==> config.mk <==
export PLATFORM = sky130hd
export DESIGN_NAME = countdown_timer
export DESIGN_NICKNAME = d
export VERILOG_FILES = /design/src/rtl/countdown_timer_pkg.sv /design/src/rtl/key_debounce.sv /design/src/rtl/countdown_timer.sv
export SDC_FILE = /design/constraint.sdc
export NUM_CORES = 1
export LEC_CHECK = 0
export ABC_AREA = 1
export BUFFER_PORTS_ARGS = -buffer_cell sky130_fd_sc_hd__buf_2
export CORE_ASPECT_RATIO = 0.8
export CORE_MARGIN = 3
export CORE_UTILIZATION = 56
export CTS_BUF_LIST = sky130_fd_sc_hd__clkbuf_8
export CTS_CLUSTER_SIZE = 20
export DETAILED_ROUTE_END_ITERATION = 8
export GPL_TIMING_DRIVEN = 0
export PLACE_DENSITY = 0.81
export SYNTH_ARGS = -nofsm -noshare
export SYNTH_HDL_FRONTEND = slang
export SYNTH_HIERARCHICAL = 1
export SYNTH_SLANG_ARGS = --single-unit
export TNS_END_PERCENT = 10
==> constraint.sdc <==
create_clock -name MAX10_CLK1_50 -period 2.1 [get_ports MAX10_CLK1_50]
set_input_delay 0.42 -clock MAX10_CLK1_50 [delete_from_list [all_inputs] [get_ports MAX10_CLK1_50]]
set_output_delay 0.42 -clock MAX10_CLK1_50 [all_outputs]
set_load 0.01 [all_outputs]
==> src/rtl/countdown_timer_pkg.sv <==
// Shared definitions for the countdown timer and its key debouncer.
package countdown_timer_pkg;

    localparam int unsigned COUNT_W                 = 10;
    localparam int unsigned CLK_DIV_DEFAULT         = 10;
    localparam int unsigned DEBOUNCE_CYCLES_DEFAULT = 500000;

    typedef enum logic [1:0] {
        ST_IDLE = 2'd0,
        ST_RUN  = 2'd1,
        ST_DONE = 2'd2
    } state_e;

endpackage

==> src/rtl/key_debounce.sv <==
// Synchronizes and debounces an active-low push button; emits a one-cycle pulse on press.
module key_debounce
    import countdown_timer_pkg::*;
#(
    parameter int unsigned DEBOUNCE_CYCLES = DEBOUNCE_CYCLES_DEFAULT
) (
    input  logic clk_i,
    input  logic rst_ni,
    input  logic key_ni,
    output logic level_o,
    output logic press_o
);

    localparam int unsigned CNT_W = $clog2(DEBOUNCE_CYCLES + 1);

    logic             sync1_q, sync2_q;
    logic             level_q, level_d;
    logic             press_q, press_d;
    logic [CNT_W-1:0] cnt_q, cnt_d;

    // Two-flop synchronizer; resets to the released level.
    always_ff @(posedge clk_i or negedge rst_ni) begin
        if (!rst_ni) begin
            sync1_q <= 1'b1;
            sync2_q <= 1'b1;
        end else begin
            sync1_q <= key_ni;
            sync2_q <= sync1_q;
        end
    end

    // Level flips only after DEBOUNCE_CYCLES consecutive disagreeing samples.
    always_comb begin
        cnt_d   = cnt_q;
        level_d = level_q;
        press_d = 1'b0;
        if (sync2_q == level_q) begin
            cnt_d = '0;
        end else if (cnt_q == CNT_W'(DEBOUNCE_CYCLES - 1)) begin
            cnt_d   = '0;
            level_d = sync2_q;
            press_d = ~sync2_q;
        end else begin
            cnt_d = cnt_q + CNT_W'(1);
        end
    end

    // Debounce state and registered press pulse.
    always_ff @(posedge clk_i or negedge rst_ni) begin
        if (!rst_ni) begin
            level_q <= 1'b1;
            press_q <= 1'b0;
            cnt_q   <= '0;
        end else begin
            level_q <= level_d;
            press_q <= press_d;
            cnt_q   <= cnt_d;
        end
    end

    assign level_o = level_q;
    assign press_o = press_q;

endmodule

==> src/rtl/countdown_timer.sv <==
// Loadable down-counter: KEY[1] loads SW, count decrements every CLK_DIV clocks to zero.
module countdown_timer
    import countdown_timer_pkg::*;
#(
    parameter int unsigned CLK_DIV         = CLK_DIV_DEFAULT,
    parameter int unsigned DEBOUNCE_CYCLES = DEBOUNCE_CYCLES_DEFAULT
) (
    input  logic               MAX10_CLK1_50,
    input  logic [1:0]         KEY,
    input  logic [COUNT_W-1:0] SW,
    output logic [COUNT_W-1:0] LEDR,
    output logic               done
);

    localparam int unsigned TICK_W = $clog2(CLK_DIV);

    logic               rst_n;
    logic               key_level;
    logic               press;
    logic               load;
    logic               tick;
    state_e             state_q, state_d;
    logic [COUNT_W-1:0] count_q, count_d;
    logic               done_q, done_d;
    logic [TICK_W-1:0]  tick_cnt_q, tick_cnt_d;

    assign rst_n = KEY[0];

    key_debounce #(
        .DEBOUNCE_CYCLES(DEBOUNCE_CYCLES)
    ) u_key_debounce (
        .clk_i  (MAX10_CLK1_50),
        .rst_ni (rst_n),
        .key_ni (KEY[1]),
        .level_o(key_level),
        .press_o(press)
    );

    // A press pulse always coincides with the debounced key being down.
    assign load = press & ~key_level;
    assign tick = (state_q == ST_RUN) && (tick_cnt_q == TICK_W'(CLK_DIV - 1));

    // Next-state logic: load has priority over tick in every state.
    always_comb begin
        state_d    = state_q;
        count_d    = count_q;
        done_d     = done_q;
        tick_cnt_d = '0;
        unique case (state_q)
            ST_IDLE: begin
                count_d = '0;
                done_d  = 1'b0;
            end
            ST_RUN: begin
                tick_cnt_d = tick ? '0 : tick_cnt_q + TICK_W'(1);
                if (tick) begin
                    if (count_q <= COUNT_W'(1)) begin
                        count_d = '0;
                        done_d  = 1'b1;
                        state_d = ST_DONE;
                    end else begin
                        count_d = count_q - COUNT_W'(1);
                    end
                end
            end
            ST_DONE: begin
                count_d = '0;
                done_d  = 1'b1;
            end
            default: begin
                state_d = ST_IDLE;
                count_d = '0;
                done_d  = 1'b0;
            end
        endcase
        if (load) begin
            count_d    = SW;
            tick_cnt_d = '0;
            if (SW == '0) begin
                state_d = ST_DONE;
                done_d  = 1'b1;
            end else begin
                state_d = ST_RUN;
                done_d  = 1'b0;
            end
        end
    end

    // State, count, done and tick divider registers.
    always_ff @(posedge MAX10_CLK1_50 or negedge rst_n) begin
        if (!rst_n) begin
            state_q    <= ST_IDLE;
            count_q    <= '0;
            done_q     <= 1'b0;
            tick_cnt_q <= '0;
        end else begin
            state_q    <= state_d;
            count_q    <= count_d;
            done_q     <= done_d;
            tick_cnt_q <= tick_cnt_d;
        end
    end

    assign LEDR = count_q;
    assign done = done_q;

endmodule
# ---- Word level (Yosys, flattened, before mapping)
# Cells that the tools add are included.
dict set report totals {
  out_inout_bits 11
  rom_bits 0
  word_cells 53
  reg_bits 40
  latchBits 0
  mem_bits_rw 0
  memories 0
}
dict set report op_classes {
  div_mod_pow 0
  eq_ne 8
  shifts 0
  magnitude_cmp 1
  addsub 3
  n_reduce_logical 7
  multipliers 0
  bitwise 4
  mux 21
}
# operator n
set op_table {}
lappend op_table {{10-bit two-way mux} 4}
lappend op_table {{19-bit two-way mux} 2}
lappend op_table {{19-bit by 1-bit adder with 19-bit output, second input constant} 1}
lappend op_table {{19-bit == test, second input constant} 1}
lappend op_table {{4-bit two-way mux} 3}
lappend op_table {{10-bit by 1-bit <= comparator with 1-bit output, second input constant} 1}
lappend op_table {{10-bit zero test} 1}
lappend op_table {{10-bit by 1-bit subtractor with 10-bit output, second input constant} 1}
lappend op_table {{2-bit two-way mux} 4}
lappend op_table {{1-bit two-way mux} 6}
lappend op_table {{4-bit by 1-bit adder with 4-bit output, second input constant} 1}
lappend op_table {{4-bit == test, second input constant} 1}
lappend op_table {{2-bit case mux with 2 select lines} 1}
lappend op_table {{2-bit AND reduction} 2}
lappend op_table {{3-bit by 2-bit != test with 1-bit output, second input constant} 1}
lappend op_table {{3-bit != test, second input constant} 1}
lappend op_table {{1-bit inverter} 3}
lappend op_table {{3-bit AND reduction} 1}
lappend op_table {{2-bit by 1-bit == test with 1-bit output, second input constant} 1}
lappend op_table {{2-bit == test, second input constant} 1}
lappend op_table {{2-bit zero test} 1}
lappend op_table {{2-bit by 1-bit != test with 1-bit output, second input constant} 1}
lappend op_table {{1-bit case mux with 2 select lines} 1}
lappend op_table {{2-bit OR reduction} 1}
lappend op_table {{3 further kinds} 3}

# ---- Logic depth before layout (Yosys ltp)
# Gate-level depths: netlist (run 1).
dict set report depth {
  word_depth 5
  depth_mapped 10
  depth_no_buf 10
}

# ---- Cells and area by module
# The synthesis (run 1) kept the hierarchy.
# module instances cells_each seq_area_each_um2 area_per_inst_um2
set modules_own_cells {}
lappend modules_own_cells {key_debounce 1 150 579.3 1221.2}
lappend modules_own_cells {countdown_timer 1 156 425.4 1204.9}

# ---- Least setup slack after synthesis (run 1)
# OpenSTA, ideal clock, no wires.
dict set report synth_timing {
  path_type {reg2reg}
  startpoint {reg count_q[0], in the netlist LEDR[0]}
  endpoint {reg done_q, in the netlist done}
  t_required_ns 1.981
  setup_ns 0.119
  stages_incl_launch_ff 11
  arrival_ns 1.355
  setup_slack_ns 0.625
  cell_sequence {dfrtp_1 > inv_1 > ha_1 > inv_1 > nand2_1 > nand3_2 > nor2_4 > nor2_4 > buf_6 > o21ai_2 > nand2_1}
}
dict set report synth_via {
  elab_chain_cells 3
}
# element line
set synth_rtl {}
lappend synth_rtl {{start: declaration} countdown_timer.sv:23} ;# logic [COUNT_W-1:0] count_q, count_d;
lappend synth_rtl {{start signal: assignment} countdown_timer.sv:98} ;# count_q <= count_d;
lappend synth_rtl {{10-bit by 1-bit <= comparator with 1-bit output} countdown_timer.sv:57} ;# if (count_q <= COUNT_W'(1)) begin
lappend synth_rtl {{3-bit by 2-bit != test with 1-bit output (no line)} --}
lappend synth_rtl {{2-bit AND reduction (no line)} --}
lappend synth_rtl {{end signal: assignment} countdown_timer.sv:99} ;# done_q <= done_d;
lappend synth_rtl {{end: declaration} countdown_timer.sv:24} ;# logic done_q, done_d;
# No other way between the ends.
# A chain may end at the register's enable or synchronous reset.

# ---- Worst setup path in the final report (run 1)
dict set report layout_timing {
  startpoint {reg count_q[0], in the netlist LEDR[0]}
  endpoint {reg count_q[4], in the netlist LEDR[4]}
}
dict set report layout_via {
  elab_chain_cells 5
  word_cells_on_any_way 6
  classes_between {add/sub (1); order compare (1); mux (4)}
}
# element line
set layout_rtl {}
lappend layout_rtl {{10-bit by 1-bit subtractor with 10-bit output or 10-bit by 1-bit <= comparator with 1-bit output (tied branches)} {countdown_timer.sv:62, countdown_timer.sv:57}}
lappend layout_rtl {{10-bit two-way mux (*)} countdown_timer.sv:57}
lappend layout_rtl {{10-bit two-way mux (*)} countdown_timer.sv:56} ;# if (tick) begin
lappend layout_rtl {{10-bit two-way mux (*)} countdown_timer.sv:49} ;# unique case (state_q)
lappend layout_rtl {{10-bit two-way mux (*)} countdown_timer.sv:76} ;# if (load) begin
# Mark *: on every way between the ends. The rest lies on a longest branch, timed or not. The select of a mux whose other input is x is not followed.

==> results of run 1 <==
[worst register-to-register path, delay by kind of cell, from the launching register on]
kind | cells | cell delay (ns)
AO/OA/AOI/OAI | 1 | 0.15
adder cells (fa/ha/maj) | 1 | 0.26
AND/OR/NAND/NOR | 5 | 0.37
flip-flops | 1 | 0.39
buffers and inverters | 3 | 0.38
[layer usage]
layer  GRT usage (%)  wire, um  up-vias
met4            5.36        38        0
met1            32.6      2560      962
met5               0         0        -
met2            31.3      2150       54
met3            4.31       269        5
li1                -         -     1024
[sequential cells by signal, indices dropped and copies added, names as in the netlist]
signal / flops
LEDR: 10
done: 1
state_q: 2
tick_cnt_q: 4
u_key_debounce/cnt_q: 19
u_key_debounce/level_o: 1
u_key_debounce/press_o: 1
u_key_debounce/sync1_q: 1
u_key_debounce/sync2_q: 1
[layout make-up]
| class | count | area, um2 |
|---|---|---|
| Tap cell | 55 | 68.8 |
| Buffer | 4 | 32.5 |
| Sequential cell | 40 | 1000 |
| Inverter | 39 | 146 |
| Fill cell | 345 | 1280 |
| Multi-Input combinational cell | 223 | 1240 |
| Timing Repair Buffer | 23 | 115 |
| Clock inverter | 2 | 10.0 |
| Clock buffer | 6 | 82.6 |
[worst paths after layout]
path / startpoint / end / slack, ns / depth (start not counted)
setup / recovery: LEDR[0] / LEDR[4] / 0.48 / 10
hold reg to reg: u_key_debounce/sync1_q / u_key_debounce/sync2_q / 0.36 / 0
max in group asynchronous: KEY[0] / state_q[0] / 1.29 / 1
hold / removal: KEY[1] / u_key_debounce/sync1_q / 0.23 / 1
min in group asynchronous: KEY[0] / u_key_debounce/cnt_q[14] / 0.25 / 1
setup reg to reg: LEDR[0] / LEDR[4] / 0.48 / 10
[where the power goes]
part           total, mW  internal [mW]  leakage (nW)  switching (mW)
clock              0.526          0.262        0.0510           0.263
sequential         0.782          0.778         0.546         0.00451
combinational     0.0508         0.0159         0.702          0.0350
total               1.36           1.06          1.30           0.303
[through the flow]
stage	worst slack (ns)	power [mW]	util [%]	hold WS (ns)
floorplan	0.625	0.815	-	0.124
global placement	0.519	0.848	65.6	0.345
detailed placement	0.500	0.849	65.6	0.349
CTS	0.479	1.37	67.9	0.218
global route	0.281	1.42	67.9	0.212
finish	0.482	1.36	67.9	0.233
[logic make-up after synthesis]
group	after synthesis	share of synthesized area [%]
xor gates and xnor gates	13	5.00
and+or+nand+nor	164	33.0
DFF	40	41.4
AOI/OAI and AO/OA	38	9.13
adders and majority gates	8	4.13
buffers and inverters	43	7.37
[cell usage in the layout, fill, tap and decap left out, types with 2 or more instances in the layout]
master / Yosys / layout
inv_1: 35 / 35
buf_6: 2 / 2
dfstp_2: 3 / 3
nor3_1: 4 / 4
a21oi_2: 4 / 4
clkinv_2: 0 / 2
dfrtp_1: 37 / 37
inv_2: 4 / 4
o21ai_1: 4 / 4
nand2_1: 52 / 52
o21bai_1: 4 / 4
nor2_2: 7 / 7
nand3_1: 21 / 21
xnor2_1: 5 / 5
nor2_4: 5 / 5
nand3_2: 6 / 6
buf_2: 2 / 25
nor2_1: 56 / 56
clkbuf_8: 0 / 6
o21ai_0: 4 / 4
nand2_2: 4 / 4
nand4_1: 2 / 2
ha_1: 8 / 8
xor2_1: 7 / 7
a21oi_1: 20 / 20
nand2_4: 4 / 4
==> flow_metrics.tcl, run 1 <==
set metrics [dict create \
    drt-initial-drc-count 135 \
    htreeDepth 2 \
    instances_no_fill 392 \
    hpwl_um 3700 \
    grt_pass1_vias 1887 \
    async_reset_ff_share_pct 100 \
    cp_slowest_cell "dfrtp_1" \
    synth_top_area_share_pct 38.2 \
    hold_viol 0 \
    power_density_nw_per_um2 503 \
    min_period_ns 1.62 \
    cts.reportedPaths.clkPinSlew_ns 0.07 \
    rows 20 \
    diodes 0 \
    ys.flop_type "dfrtp_1" \
    post-route-period-util_pct 77.1 \
    grt_max_degree 41 \
    post-cts-setup-buffers 0 \
    yosysWarnings 6 \
    io_pins 24 \
    p_leak_nw 1.30 \
    end_kind "register" \
    insertion_delay_ns 0.29 \
    hold_class "in2reg" \
    grt_pass1_wl_um 8690 \
    critical_path_buf_inv_count 3 \
    cts_resized 0 \
    io_buffers 23 \
    firstDrtPassIters 4 \
    synth_area_um2 2430 \
    cts-buffers-inserted 5 \
    cts_sinks 40 \
    dieWidth_um 79.6 \
    required_ns 2.30 \
    placedInstanceArea_um2 2610 \
    cts_max_path_buffers 2 \
    max_slew_margin_pct 40.7 \
    timing.fmax_ghz 0.618 \
    ys_top_cells_by_area "dfrtp_1 (38%), nor2_1 (8.7%), nand2_1 (8.0%), inv_1 (5.4%), nand3_1 (4.3%)" \
    cts_tree "done" \
    coreArea_um2 3980 \
    clock-root-buffer "clkbuf_8" \
    routedWlPerCell_um 12.8 \
    crit_type "reg2reg" \
    cp_top_family "flip-flops" \
    antenna_found_initial 0 \
    routed_wl_um 5020 \
    cp-start-kind "register" \
    ys_types 30 \
    drv_cap 0 \
    vias 2045 \
    rsz0062_at_grt "no" \
    drive_above_1_share_pct 22.6 \
    grt_usage_pct 21.5 \
    synth_edf_count 0 \
    tns_ns 0 \
    worst_pin_slew_ns 0.889 \
    ir_worst_vdd_mv 0.516 \
    yosysTopAreaCell "dfrtp_1" \
    slew_viol_final 0 \
    ys_top_cells_by_count "nor2_1 (56), nand2_1 (52), dfrtp_1 (37), inv_1 (35), nand3_1 (21)" \
    critPathArrivalTime_ns 1.82 \
    outcome "finished, final reports clean" \
    finClkSkew_ns 0.00862 \
    die_h_um 64.9 \
    syn-instance-count 306 \
    synth_seq_cells 40 \
    die_area_um2 5160 \
    grt_overflow 0 \
    viasPerCell 5.22 \
    synth.avg_cell_area_um2 7.93 \
    worstPathMaxFanout 10 \
    numPlacedInstances 384 \
    drc 0 \
    crit_chain "inv_1 -> ha_1 -> inv_1 -> nand2_1 -> nand3_2 -> nor2_4 -> nor2_4 -> buf_6 -> nand2_1 -> a21oi_1" \
    critical_path.max_stage_delay_ns 0.39 \
    layout.nets 357 \
    yosysSeqAreaShare_pct 41.4 \
    area_growth_pct 11.4 \
    gp_congestion 0.880 \
    design_area_um2 2700 \
    syn_nets 327 \
    initial_core_util_pct 61.0 \
    drtAntennaViolNets 0 \
    hold_buffers 0 \
    synth.most_common_cell "nor2_1" \
    setup_viol 0 \
]
Power figures use the tool's default switching activity.
==> run 2: changes to the inputs <==
--- a/config.mk
+++ b/config.mk
@@ -9,12 +9,12 @@
 export BUFFER_PORTS_ARGS = -buffer_cell sky130_fd_sc_hd__buf_2
 export CORE_ASPECT_RATIO = 0.8
 export CORE_MARGIN = 3
-export CORE_UTILIZATION = 56
+export CORE_UTILIZATION = 55
 export CTS_BUF_LIST = sky130_fd_sc_hd__clkbuf_8
 export CTS_CLUSTER_SIZE = 20
 export DETAILED_ROUTE_END_ITERATION = 8
 export GPL_TIMING_DRIVEN = 0
-export PLACE_DENSITY = 0.81
+export PLACE_DENSITY = 0.83
 export SYNTH_ARGS = -nofsm -noshare
 export SYNTH_HDL_FRONTEND = slang
 export SYNTH_HIERARCHICAL = 1
==> constraint.sdc (replaced) <==
create_clock -name MAX10_CLK1_50 -period 1.34 [get_ports MAX10_CLK1_50]
set_input_delay 0.268 -clock MAX10_CLK1_50 [delete_from_list [all_inputs] [get_ports MAX10_CLK1_50]]
set_output_delay 0.268 -clock MAX10_CLK1_50 [all_outputs]
set_load 0.01 [all_outputs]
==> flow_metrics.tcl, run 2 (synthesis gave the netlist of run 1 again) <==
set metrics [dict create \
    outcome "finished, violations left" \
    violations "negative setup slack" \
    post-route-period-util_pct 111 \
    worst_pin_slew_ns 0.886 \
    firstDrtPassIters 4 \
    postLayoutSetupSlackWorst_ns -0.144 \
    drtAntennaViolNets 0 \
    insertion_delay_ns 0.30 \
    routed_wl_um 5740 \
    regMostFlops "u_key_debounce/cnt_q" \
    die_h_um 65.4 \
    routedWlPerCell_um 14.3 \
    power_density_nw_per_um2 891 \
    crit_type "reg2reg" \
    grt_max_degree 41 \
    area_growth_pct 24.5 \
    cp-start-kind "register" \
    placedInstanceArea_um2 2620 \
    timing.fmax_ghz 0.674 \
    cts-buffers-inserted 5 \
    design_area_um2 3020 \
    die_area_um2 5250 \
    required_ns 1.57 \
    worstPathMaxFanout 5 \
    min_period_ns 1.48 \
    ir_worst_vdd_mv 0.730 \
    cts.reportedPaths.clkPinSlew_ns 0.08 \
    utilization_pct 75.4 \
    grt_pass1_vias 1916 \
    p_leak_nw 1.40 \
    rsz0062_at_grt "yes" \
    io_pins 24 \
    layout.nets 365 \
    cts_max_path_buffers 2 \
    max_slew_margin_pct 40.9 \
    diodes 0 \
    drt-initial-drc-count 213 \
    numPlacedInstances 384 \
    initial_core_util_pct 60.6 \
    tns_ns -1.50 \
    critPathArrivalTime_ns 1.71 \
    cts_tree "done" \
    grt_overflow 0 \
    vias 2146 \
    htreeDepth 2 \
    antenna_found_initial 0 \
    hold_buffers 0 \
    slew_viol_final 0 \
    hold_ws_ns 0.0574 \
    hold_viol 0 \
    rows 20 \
    hold_class "in2reg" \
    layout_common_cells "nor2_1 (53), nand2_1 (48), dfrtp_1 (37)" \
    drv_cap 0 \
    final_common_cell "nor2_1" \
    setup_viol 17 \
    pre_cts_ws_ns -0.207 \
    finClkSkew_ns 0.00368 \
    cts_sinks 40 \
    grt_usage_pct 21.7 \
    dieWidth_um 80.3 \
    clock-root-buffer "clkbuf_8" \
    instances_no_fill 400 \
    gp_congestion 0.875 \
    grt_pass1_wl_um 8850 \
    drc 0 \
    fill_cells 272 \
    viasPerCell 5.37 \
    io_buffers 23 \
    largest_register_ffs 19 \
    drive_above_1_share_pct 31.3 \
    coreArea_um2 4000 \
    end_kind "register" \
    hpwl_um 3690 \
    total_power_mw 2.69 \
]
-- run 2: layout make-up --
type	instances	area, um2	share of cell area, %
multi-input combinational	223	1390	45.9
sequential	40	1000	33.3
timing repair buffer	31	199	6.59
inverter	39	156	5.18
clock inverter	3	90.1	2.98
clock buffer	5	68.8	2.28
tap	55	68.8	2.28
buffer	4	46.3	1.53
-- run 2: path summary, 6_finish.rpt --
check / from / to / slack [ns] / cells after the start
setup / recovery: LEDR[0] / LEDR[6] / -0.14 / 10
hold / removal: KEY[1] / u_key_debounce/sync1_q / 0.06 / 1
setup reg to reg: LEDR[0] / LEDR[6] / -0.14 / 10
hold reg to reg: u_key_debounce/sync1_q / u_key_debounce/sync2_q / 0.36 / 0
max in group asynchronous: KEY[0] / LEDR[1] / 0.70 / 1
min in group asynchronous: KEY[0] / u_key_debounce/cnt_q[6] / 0.08 / 1
-- run 2: repair_timing --
item                                    CTS  global route
buffers inserted                          2             5
cloned                                    0             1
endpoints found under the setup margin   32            34
gates resized for setup                  17            27
pin swaps                                 3             5
-- run 2: routing by layer --
metal  vias up  global-route usage [%]  part of all wire (%)
li1       1038                       -                     -
met1      1022                    33.2                    44
met2        73                    30.9                    46
met3        13                    4.11                   7.9
met4         0                    6.33                   2.1
met5         -                       0                     0
-- run 2: where the power goes --
group	leakage (nW)	total, mW	switching, mW	internal, mW
logic	0.773	0.0870	0.0584	0.0286
registers	0.546	1.23	0.00937	1.22
clock network	0.0784	1.38	0.445	0.932
-- run 2: critical path, cell delays in order (launching register included) --
cell and delay, ns:
dfrtp_1 0.39, inv_2 0.08, ha_4 0.18, inv_4 0.06
nand2_4 0.05, nand3_4 0.06, nor2_4 0.04, nor2_4 0.18
clkbuf_16 0.18, nand3_2 0.07, a21oi_2 0.12
==> run 3: changes to the inputs <==
--- a/config.mk
+++ b/config.mk
@@ -15,6 +15,7 @@
 export DETAILED_ROUTE_END_ITERATION = 8
 export GPL_TIMING_DRIVEN = 0
 export PLACE_DENSITY = 0.83
+export SETUP_SLACK_MARGIN = 0.3
 export SYNTH_ARGS = -nofsm -noshare
 export SYNTH_HDL_FRONTEND = slang
 export SYNTH_HIERARCHICAL = 1
==> flow_metrics.tcl, run 3 (synthesis gave the netlist of run 1 again) <==
set metrics [dict create \
    outcome "finished, violations left" \
    violations "negative setup slack" \
    p_sw_mw 0.492 \
    drtAntennaViolNets 0 \
    initial_core_util_pct 60.6 \
    tns_ns -1.04 \
    worstRegToRegCells 10 \
    fill_cells 274 \
    timing.fmax_ghz 0.685 \
    hold_viol 0 \
    cp-start-kind "register" \
    largest_register_ffs 19 \
    crit_path_frequent_cell "nor2_4" \
    multiInputGateArea_um2 1440 \
    rsz0062_at_grt "yes" \
    htreeDepth 2 \
    power_density_nw_per_um2 784 \
    die_h_um 65.4 \
    clock-root-buffer "clkbuf_8" \
    drv_cap 0 \
    crit_chain "inv_2 -> ha_4 -> inv_4 -> nand2_4 -> nand3_4 -> nor2_4 -> nor2_4 -> buf_6 -> nand3_2 -> a21oi_2" \
    routed_wl_um 5650 \
    firstDrtPassIters 4 \
    insertion_delay_ns 0.29 \
    hold_class "in2reg" \
    critical_path_buf_inv_count 3 \
    cp_slowest_cell "dfrtp_1" \
    finClkSkew_ns 0.00412 \
    total_power_mw 2.40 \
    cts_max_path_buffers 2 \
    clock_power_share_pct 44.8 \
    antenna_found_initial 0 \
    postLayoutSetupSlackWorst_ns -0.120 \
    cp_top_family "flip-flops" \
    grt_pass1_wl_um 9200 \
    worst_pin_slew_ns 0.875 \
    reg2reg_from "LEDR[0]" \
    grt_pass1_vias 2109 \
    max_slew_margin_pct 41.7 \
    p_leak_nw 1.43 \
    grt_usage_pct 22.4 \
    regMostFlops "u_key_debounce/cnt_q" \
    min_to "u_key_debounce/sync1_q" \
    p_comb_share_pct 3.9 \
    ir_worst_vdd_mv 0.757 \
    area_growth_pct 26.3 \
    post-route-period-util_pct 109 \
    crit_type "reg2reg" \
    grt_max_degree 41 \
    cts.reportedPaths.clkPinSlew_ns 0.08 \
    min-delay-start "KEY[1]" \
    seq_area_um2 1010 \
    coreArea_um2 4000 \
    hold_path_depth 1 \
    io_buffers 23 \
    drt-initial-drc-count 112 \
    cts_sinks 40 \
    vias 2154 \
    io_pins 24 \
    end_kind "register" \
    layout_common_cells "nor2_1 (49), nand2_1 (49), dfrtp_1 (36)" \
    routedWlPerCell_um 13.9 \
    gp_congestion 0.904 \
    drive_above_1_share_pct 36.6 \
    slew_viol_final 0 \
    cts_tree "done" \
    cts-buffers-inserted 5 \
    reg2reg_to "LEDR[8]" \
    swShare_pct 20.5 \
    regToRegSetupSlack_ns -0.12 \
    hold_buffers 0 \
    rows 20 \
    diodes 0 \
    layout.nets 372 \
    placedInstanceArea_um2 2620 \
    utilization_pct 76.5 \
    p_int_mw 1.91 \
    hpwl_um 3560 \
    seq_power_share_pct 51.3 \
    min_period_ns 1.46 \
    grt_overflow 0 \
    die_area_um2 5250 \
    critPathArrivalTime_ns 1.68 \
    dieWidth_um 80.3 \
    drc 0 \
    required_ns 1.56 \
    critical_path.max_stage_delay_ns 0.41 \
    design_area_um2 3060 \
    viasPerCell 5.29 \
    setup_viol 16 \
    worstPathMaxFanout 5 \
]
## run 3: how the worst max path moves through the flow
stage               depth (start not counted)                     from                 endpoint
finish                                     10                  LEDR[0]                  LEDR[8]
global route                               10                  LEDR[0]                  LEDR[8]
floorplan                                  10                  LEDR[0]                     done
global placement                            6  u_key_debounce/cnt_q[0]  u_key_debounce/cnt_q[5]
CTS                                         9                  LEDR[0]                  LEDR[9]
detailed placement                          6  u_key_debounce/cnt_q[0]  u_key_debounce/cnt_q[5]
## run 3: per-layer routing
layer	vias to the layer above	track usage, %	part of all wire, %	wire (um)
met5	-	0	0	0
met4	0	7.38	1.2	70
met2	63	34.1	45	2550
li1	1060	-	-	-
met1	1023	31.5	47	2680
met3	8	5.21	6.0	341
## run 3: power by group through the flow
stage | combinational (mW) | sequential, mW | clock (mW)
floorplan | 0.0296 | 1.25 | 0
global placement | 0.0807 | 1.25 | 0
detailed placement | 0.0822 | 1.25 | 0
CTS | 0.0887 | 1.23 | 1.10
global route | 0.107 | 1.23 | 1.15
finish | 0.0938 | 1.23 | 1.08
## run 3: through the flow
stage	hold WS, ns	worst slack (ns)	std cells
6_report	0.0675	-0.120	407
5_1_grt	0.0581	-0.201	407
4_1_cts	0.0596	-0.0658	405
3_5_place_dp	0.348	-0.148	384
3_3_place_gp	0.346	-0.134	384
2_1_floorplan	-0.0276	-0.0501	306
## run 3: cell type report
cell class	count	area share [%]
inverters	39	5.11
repair buffers	38	7.68
multi-input cells	223	46.9
flip-flops and latches	40	32.8
clock buffers	7	3.15
well taps	55	2.25
clock inverters	1	0.980
plain buffers	4	1.14
## run 3: what timing repair did
item / 4_1_cts / 5_1_grt
setup endpoints to repair: 49 / 49
gates resized for setup: 22 / 34
pin swaps: 20 / 19
gates cloned: 2 / 0
setup buffers: 11 / 2
